`src/rtl/fft_consts.sv`:
```
// Shared constants, types and helpers for the in-place radix-2 DIT FFT.
//   N_LOG2, N       : default transform size (log2 and points)
//   complex_t       : one RAM word, signed 16-bit real / imaginary halves
//   DW_COMPLEX      : width of complex_t
//   fft_seq_state_t : sequencer FSM states; the UNL_* states exist only when
//                     FFT_SEQ_UNLOAD_EN is defined, otherwise ST_FIN replaces them
//   bitrev()        : reverse the low n_log2 bits of an index (n_log2 <= 16)
package fft_consts;

  localparam int N_LOG2 = 10;
  localparam int N      = 1 << N_LOG2;

  typedef struct packed {
    logic signed [15:0] re;
    logic signed [15:0] im;
  } complex_t;

  localparam int DW_COMPLEX = $bits(complex_t);

  typedef enum logic [2:0] {
    ST_IDLE,
    ST_LOAD,
    ST_BF_RD,
    ST_BF_WAIT,
    ST_BF_WR,
`ifdef FFT_SEQ_UNLOAD_EN
    ST_UNL_RD,
    ST_UNL_WAIT,
    ST_UNL_OUT
`else
    ST_FIN
`endif
  } fft_seq_state_t;

  function automatic logic [15:0] bitrev(input logic [15:0] v, input int n_log2);
    logic [15:0] r;
    r = '0;
    for (int b = 0; b < 16; b++) begin
      if (b < n_log2) r[b] = v[n_log2-1-b];
    end
    return r;
  endfunction

endpackage

```
`src/rtl/fft_bf_addr_gen.sv`:
```
// Butterfly address generator for one radix-2 DIT pass (purely combinational).
//   stg    in  : stage number s, 0..N_LOG2-1
//   bfk    in  : butterfly index k within the stage, 0..N/2-1
//   top    out : address of the upper operand
//   bot    out : address of the lower operand (top + 2^s)
//   tw_idx out : twiddle ROM index for this butterfly
module fft_bf_addr_gen #(
  parameter int N_LOG2 = fft_consts::N_LOG2
) (
  input  logic [$clog2(N_LOG2+1)-1:0] stg,
  input  logic [N_LOG2-2:0]           bfk,
  output logic [N_LOG2-1:0]           top,
  output logic [N_LOG2-1:0]           bot,
  output logic [N_LOG2-2:0]           tw_idx
);

  localparam int SW = $clog2(N_LOG2+1);

  logic [N_LOG2-1:0] k_ext;
  logic [N_LOG2-1:0] span;
  logic [N_LOG2-1:0] j;

  always_comb begin
    k_ext  = {1'b0, bfk};
    span   = N_LOG2'(1) << stg;
    j      = k_ext & (span - N_LOG2'(1));
    // insert a zero bit at position s: groups of 2*span, offset j inside the group
    top    = ((k_ext >> stg) << (stg + SW'(1))) | j;
    bot    = top + span;
    // j < span <= N/2, so the shifted index always fits in N_LOG2-1 bits
    tw_idx = j[N_LOG2-2:0] << (SW'(N_LOG2-1) - stg);
  end

endmodule

```
`src/rtl/fft_mem_sequencer.sv`:
```
// FFT memory sequencer: loads a streamed frame into the dual-port RAM in
// bit-reversed order, runs every butterfly stage in place through an external
// fixed-latency butterfly unit, then (optionally) streams the result out.
// Build option: FFT_SEQ_UNLOAD_EN adds the unload phase; without it done pulses
// after the last butterfly write and the frame is left in RAM.
// Ports:
//   clk, rst                 clock, synchronous active-high reset
//   start / busy / done      frame control and status
//   s_valid/s_ready/s_data   input sample stream (accepted in LOAD only)
//   m_valid/m_ready/m_data   output sample stream (unload build only)
//   ena/wea/addra/dina/douta RAM port A (1-cycle read latency)
//   enb/web/addrb/dinb/doutb RAM port B (compute only)
//   bf_valid/bf_a/bf_b/bf_tw_idx  operands to butterfly unit
//   bf_x/bf_y                butterfly results, BF_LAT cycles after bf_valid
//
// state       | meaning
// ST_IDLE     | waiting for start
// ST_LOAD     | accepting samples, writing to bitrev(i)
// ST_BF_RD    | reading top/bottom operands on ports A/B
// ST_BF_WAIT  | operands presented, waiting out butterfly latency
// ST_BF_WR    | writing bf_x/bf_y back to top/bottom
// ST_UNL_RD   | reading result word i on port A
// ST_UNL_WAIT | capturing read data into m_data
// ST_UNL_OUT  | holding m_valid until m_ready
// ST_FIN      | done pulse when unload is compiled out
module fft_mem_sequencer #(
  parameter int N_LOG2 = fft_consts::N_LOG2,
  parameter int DWC    = fft_consts::DW_COMPLEX,
  parameter int BF_LAT = 2
) (
  input  logic              clk,
  input  logic              rst,
  input  logic              start,
  output logic              busy,
  output logic              done,
  input  logic              s_valid,
  output logic              s_ready,
  input  logic [DWC-1:0]    s_data,
  output logic              m_valid,
  input  logic              m_ready,
  output logic [DWC-1:0]    m_data,
  output logic              ena,
  output logic              wea,
  output logic [N_LOG2-1:0] addra,
  output logic [DWC-1:0]    dina,
  input  logic [DWC-1:0]    douta,
  output logic              enb,
  output logic              web,
  output logic [N_LOG2-1:0] addrb,
  output logic [DWC-1:0]    dinb,
  input  logic [DWC-1:0]    doutb,
  output logic              bf_valid,
  output logic [DWC-1:0]    bf_a,
  output logic [DWC-1:0]    bf_b,
  output logic [N_LOG2-2:0] bf_tw_idx,
  input  logic [DWC-1:0]    bf_x,
  input  logic [DWC-1:0]    bf_y
);

  import fft_consts::*;

  localparam int SW = $clog2(N_LOG2+1);
  localparam int KW = N_LOG2-1;
  localparam int WW = $clog2(BF_LAT+1);
  localparam logic [SW-1:0] LAST_STG = SW'(N_LOG2-1);

  fft_seq_state_t state, state_nxt;

  logic [N_LOG2-1:0] idx;
  logic [SW-1:0]     stg;
  logic [KW-1:0]     bfk;
  logic [WW-1:0]     wait_cnt;
  logic              bf_valid_q;
  logic [KW-1:0]     tw_q;

  logic [N_LOG2-1:0] top, bot;
  logic [KW-1:0]     tw;
  logic [15:0]       rev_full;
  logic [N_LOG2-1:0] idx_rev;
  logic              unused_rev_hi;
  logic              last_bf;

  fft_bf_addr_gen #(.N_LOG2(N_LOG2)) u_addr_gen (
    .stg    (stg),
    .bfk    (bfk),
    .top    (top),
    .bot    (bot),
    .tw_idx (tw)
  );

  assign rev_full      = bitrev(16'(idx), N_LOG2);
  assign idx_rev       = rev_full[N_LOG2-1:0];
  assign unused_rev_hi = ^rev_full[15:N_LOG2];
  assign last_bf       = (&bfk) && (stg == LAST_STG);

  always_ff @(posedge clk) begin
    if (rst) begin
      state      <= ST_IDLE;
      idx        <= '0;
      stg        <= '0;
      bfk        <= '0;
      wait_cnt   <= '0;
      bf_valid_q <= 1'b0;
      tw_q       <= '0;
    end else begin
      state      <= state_nxt;
      bf_valid_q <= (state == ST_BF_RD);
      case (state)
        ST_IDLE: begin
          if (start) begin
            idx <= '0;
            stg <= '0;
            bfk <= '0;
          end
        end
        // idx wraps to 0 after N-1, ready for the unload pass
        ST_LOAD:    if (s_valid) idx <= idx + N_LOG2'(1);
        ST_BF_RD: begin
          tw_q     <= tw;
          wait_cnt <= WW'(BF_LAT-1);
        end
        ST_BF_WAIT: if (wait_cnt != '0) wait_cnt <= wait_cnt - WW'(1);
        ST_BF_WR: begin
          bfk <= bfk + KW'(1);
          if (&bfk) stg <= (stg == LAST_STG) ? '0 : stg + SW'(1);
        end
`ifdef FFT_SEQ_UNLOAD_EN
        ST_UNL_OUT: if (m_ready) idx <= idx + N_LOG2'(1);
`endif
        default: ;
      endcase
    end
  end

  always_comb begin
    state_nxt = state;
    busy      = (state != ST_IDLE);
    done      = 1'b0;
    s_ready   = 1'b0;
    m_valid   = 1'b0;
    ena       = 1'b0;
    wea       = 1'b0;
    addra     = '0;
    dina      = '0;
    enb       = 1'b0;
    web       = 1'b0;
    addrb     = '0;
    dinb      = '0;
    unique case (state)
      ST_IDLE: if (start) state_nxt = ST_LOAD;
      ST_LOAD: begin
        s_ready = 1'b1;
        addra   = idx_rev;
        dina    = s_data;
        if (s_valid) begin
          ena = 1'b1;
          wea = 1'b1;
          if (&idx) state_nxt = ST_BF_RD;
        end
      end
      ST_BF_RD: begin
        ena       = 1'b1;
        enb       = 1'b1;
        addra     = top;
        addrb     = bot;
        state_nxt = ST_BF_WAIT;
      end
      ST_BF_WAIT: begin
        addra = top;
        addrb = bot;
        if (wait_cnt == '0) state_nxt = ST_BF_WR;
      end
      ST_BF_WR: begin
        ena   = 1'b1;
        wea   = 1'b1;
        enb   = 1'b1;
        web   = 1'b1;
        addra = top;
        addrb = bot;
        dina  = bf_x;
        dinb  = bf_y;
`ifdef FFT_SEQ_UNLOAD_EN
        state_nxt = last_bf ? ST_UNL_RD : ST_BF_RD;
`else
        state_nxt = last_bf ? ST_FIN : ST_BF_RD;
`endif
      end
`ifdef FFT_SEQ_UNLOAD_EN
      ST_UNL_RD: begin
        ena       = 1'b1;
        addra     = idx;
        state_nxt = ST_UNL_WAIT;
      end
      ST_UNL_WAIT: state_nxt = ST_UNL_OUT;
      ST_UNL_OUT: begin
        m_valid = 1'b1;
        if (m_ready) begin
          if (&idx) begin
            done      = 1'b1;
            state_nxt = ST_IDLE;
          end else begin
            state_nxt = ST_UNL_RD;
          end
        end
      end
`else
      ST_FIN: begin
        done      = 1'b1;
        state_nxt = ST_IDLE;
      end
`endif
      default: state_nxt = ST_IDLE;
    endcase
  end

  // operands go straight from RAM read data to the butterfly; zero when idle
  assign bf_valid  = bf_valid_q;
  assign bf_a      = bf_valid_q ? douta : '0;
  assign bf_b      = bf_valid_q ? doutb : '0;
  assign bf_tw_idx = tw_q;

`ifdef FFT_SEQ_UNLOAD_EN
  logic [DWC-1:0] m_data_q;

  always_ff @(posedge clk) begin
    if (rst) m_data_q <= '0;
    else if (state == ST_UNL_WAIT) m_data_q <= douta;
  end

  assign m_data = m_data_q;
`else
  logic unused_m_ready;

  assign m_data         = '0;
  assign unused_m_ready = m_ready;
`endif

endmodule
```
`config.mk`:
```
export PLATFORM = sky130hd
export DESIGN_NAME = fft_mem_sequencer
export DESIGN_NICKNAME = d
export VERILOG_FILES = /design/src/rtl/fft_consts.sv /design/src/rtl/fft_bf_addr_gen.sv /design/src/rtl/fft_mem_sequencer.sv
export SDC_FILE = /design/constraint.sdc
export NUM_CORES = 1
export LEC_CHECK = 0
export BUFFER_PORTS_ARGS = -buffer_cell sky130_fd_sc_hd__buf_4
export CORE_AREA = 2 2 142 144
export CTS_CLUSTER_DIAMETER = 50
export DETAILED_ROUTE_END_ITERATION = 8
export DIE_AREA = 0 0 144 146
export PLACE_DENSITY = 0.54
export RECOVER_POWER = 100
export SYNTH_ARGS = -nofsm -noshare
export SYNTH_HDL_FRONTEND = slang
export SYNTH_SLANG_ARGS = --single-unit
```
`constraint.sdc`:
```
create_clock -name clk -period 7.9 [get_ports clk]
set_input_delay 0 -clock clk [delete_from_list [all_inputs] [get_ports clk]]
set_output_delay 0 -clock clk [all_outputs]
set_load 0.01 [all_outputs]
```
==> summary.md <==
| Metric | Value |
|---|---|
| Fin. max-slew vios | `189` |
| Synth cell count leaders | `and2_1 (71), nand2_1 (57), nor2_1 (53)` |
| Die Area | `0.0210 sq mm` |
| Final ANT Viol Nets | `0` |
| Setup TNS | `0 ps` |
| Worst path slowest cell | `clkbuf_1` |
| CP Capture Type | `output pin` |
| Share of layout cells above drive strength 1 | `27.7%` |
| Die height | `146 microns` |
| RSZ-0062 raised after global routing | `false` |
| Worst min path class | `primary input to register` |
| Initial antenna violation count | `0` |
| CP top delay family | `compound AO/OA/AOI/OAI gates` |
| Netlist cell types | `70` |
| Total length of routed wires | `20,600 microns` |
| Min Tclk post-route | `5800 ps` |
| Sequential fraction of the synthesis area | `15.9%` |
| Port bufs | `328` |
| Clk slew on worst S/H paths | `50 ps` |
| Chip width | `144 microns` |
| Post-synth top area share | `15.9%` |
| Leak pwr | `3.25 nW` |
| Post-synth top area cell | `dfxtp_1` |
| Detailed placer's ending HPWL | `16,900 microns` |
| Avg Cell Area, Syn | `7.23 sq um` |
| GRT Total Usage | `18.2%` |
| Clk_skew | `5.81 ps` |
| Initial Utilization | `24.8%` |
| Fmax | `0.172 GHz` |
| Yosys reg bits | `38` |
| Core footprint | `0.0193 sq mm` |
| Top-count cell post-synth | `and2_1` |
| Avg WL per Cell | `16.9 microns` |
| Gr ovfl total | `0` |
| Failing checks | `capacitance limit, slew limit` |
| Synth area leaders | `dfxtp_1 (16%), and2_1 (9.3%), a22o_1 (8.2%), ha_1 (5.7%), buf_4 (5.5%)` |
| Detailed-router iteration count before antenna repair | `4` |
| Maximum vdd drop | `0.0000654 V` |
| DR vias | `5,726` |
| Status | `complete, but fails checks` |
| Final hold vios | `0` |
| Number of nets in the layout | `1,139` |
| Main synth FF type | `dfxtp_1` |
| Synthesized cell area | `0.00479 sq mm` |
| Drt initial violations | `213` |
| Layout area overhead | `47.0%` |
| Number of synthesized flops with an enable pin | `0` |
| CP Max Fanout | `27` |
| Total power | `0.583 mW` |
| Async SR Flop Fraction | `0%` |
| Ys Warns | `0` |
| Max incr delay on CP | `950 ps` |
| Cell Rows | `51` |
| CTS resizes | `0` |
| Vias in the first global route | `5,352` |
| Setup violations, final | `0` |
| Hold-fix buffers at CTS | `0` |
| DRC | `0` |
| Crit start category | `register` |
| TritonCTS Buffers | `5` |
| Routability Congestion | `0.844` |
| CP bufs+invs | `3` |
| Max-Cap Viols | `4` |
| CTS tree | `built` |
| Cells along the critical path | `clkbuf_1 -> inv_1 -> ha_1 -> nand2_1 -> ha_1 -> o21ai_0 -> o31a_1 -> o21ai_0 -> o21ai_0 -> ha_1 -> nand3_1 -> a211o_2 -> o311ai_2 -> a221oi_2 -> o21ai_1 -> mux2i_1 -> buf_4` |
| # IOs | `363` |
| Slew of the pin with the lowest slew margin | `2220 ps` |
| Crit path kind | `register to output pin` |
| WP data required | `7900 ps` |
| # diodes | `0` |
| Critical path arrival | `5800 ps` |
| Cell Pwr Density | `82.9 mW/mm^2` |
| Clock Tree Buf Depth | `2` |
| Period utilization | `73.4%` |
| Global-route wire length before repair | `29,900 microns` |
| Clock Tree Root | `clkbuf_16` |
| Depth of the CTS H-tree | `2` |
| Clock latency on the worst-skew pair | `290 ps` |
| Post-DR vias/cell | `4.71` |
| TritonCTS Sinks | `38` |
| Largest net degree at the start of global routing | `66` |
| Post-CTS Setup Repair Bufs | `0` |
| Synth Instances | `662` |
| Relative slew slack | `-47.9%` |
[flip-flops by register name (all words and copies together), names as in the netlist]
name / cells
bf_tw_idx: 9
bf_valid: 1
bfk: 9
idx: 10
state: 3
stg: 4
wait_cnt: 2
[power breakdown]
| group | switching, mW | internal, mW |
|---|---|---|
| logic | 0.0919 | 0.0891 |
| clock network | 0.0781 | 0.125 |
| registers | 0.00450 | 0.194 |
| total | 0.175 | 0.409 |
[kinds of logic after synthesis]
group,Yosys count,synth area share (%)
fa+ha+maj,23,6.17
flops,38,15.9
compound gates,158,24.0
other cells,1,0.0783
buf+inv,100,11.1
mux,20,5.46
simple gates,300,33.1
xor+xnor,22,4.18
[placed cells by master, fill, tap and decap left out, types with 7 or more instances in the layout]
cell,n
nor2_1,53
nor2b_1,12
xor2_1,15
and2_0,60
and3_1,36
dfxtp_1,38
and2_1,11
o21ai_0,28
nand2_1,57
mux2i_1,10
nand4_1,7
conb_1,33
nand3_1,20
clkbuf_1,103
nand2b_1,8
a21oi_1,30
buf_4,234
inv_1,13
ha_1,22
o21a_1,7
a22o_1,45
nor3_1,12
[stage by stage]
| stage | cell area (sq um) | worst slack (ps) | instances | hold slack, ps | util, % |
|---|---|---|---|---|---|
| 2_1_floorplan | 4910 | 3900 | 694 | 138 | - |
| 3_3_place_gp | 7290 | 3670 | 1209 | 289 | 37.7 |
| 3_5_place_dp | 7290 | 3640 | 1209 | 289 | 37.7 |
| 4_1_cts | 7440 | 3310 | 1217 | 64.4 | 38.5 |
| 5_1_grt | 7040 | 1510 | 1217 | 79.7 | 36.4 |
| 6_report | 7040 | 2100 | 1217 | 62.2 | 36.4 |
[layout make-up]
| cell class | count | area, sq um |
|---|---|---|
| Inverter | 14 | 52.6 |
| Clock inverter | 1 | 5.00 |
| Clock buffer | 7 | 143 |
| Tap cell | 265 | 332 |
| Multi-Input combinational cell | 556 | 3600 |
| Timing Repair Buffer | 336 | 2140 |
| Fill cell | 2187 | 12300 |
| Sequential cell | 38 | 761 |
[routing by layer]
metal	up-vias	global-route usage (%)	wire, microns	share of wire (%)
met5	-	0	0	0
met4	0	2.79	204	0.99
met3	15	3.16	1560	7.6
met2	246	36.7	11300	55
met1	2611	19.7	7480	36
li1	2854	-	-	-
[worst register-to-register path: cells and delay by family (launching register included)]
family                     cells  cell delay [ps]
AOI/OAI and AO/OA              4             1370
adders and majority gates      2              700
muxes                          1              360
DFF                            1              300
and+or+nand+nor                3              300
buffers and inverters          2             1550
[path summary, 6_finish.rpt]
path | start | end | slack (ps) | cells after the start
setup / recovery | stg[1] | addrb[9] | 2100 | 17
hold / removal | start | state[0] | 60 | 3
setup reg to reg | stg[1] | bf_tw_idx[8] | 3200 | 12
hold reg to reg | bf_tw_idx[1] | bf_tw_idx[1] | 450 | 2
Power figures use the tool's default switching activity.
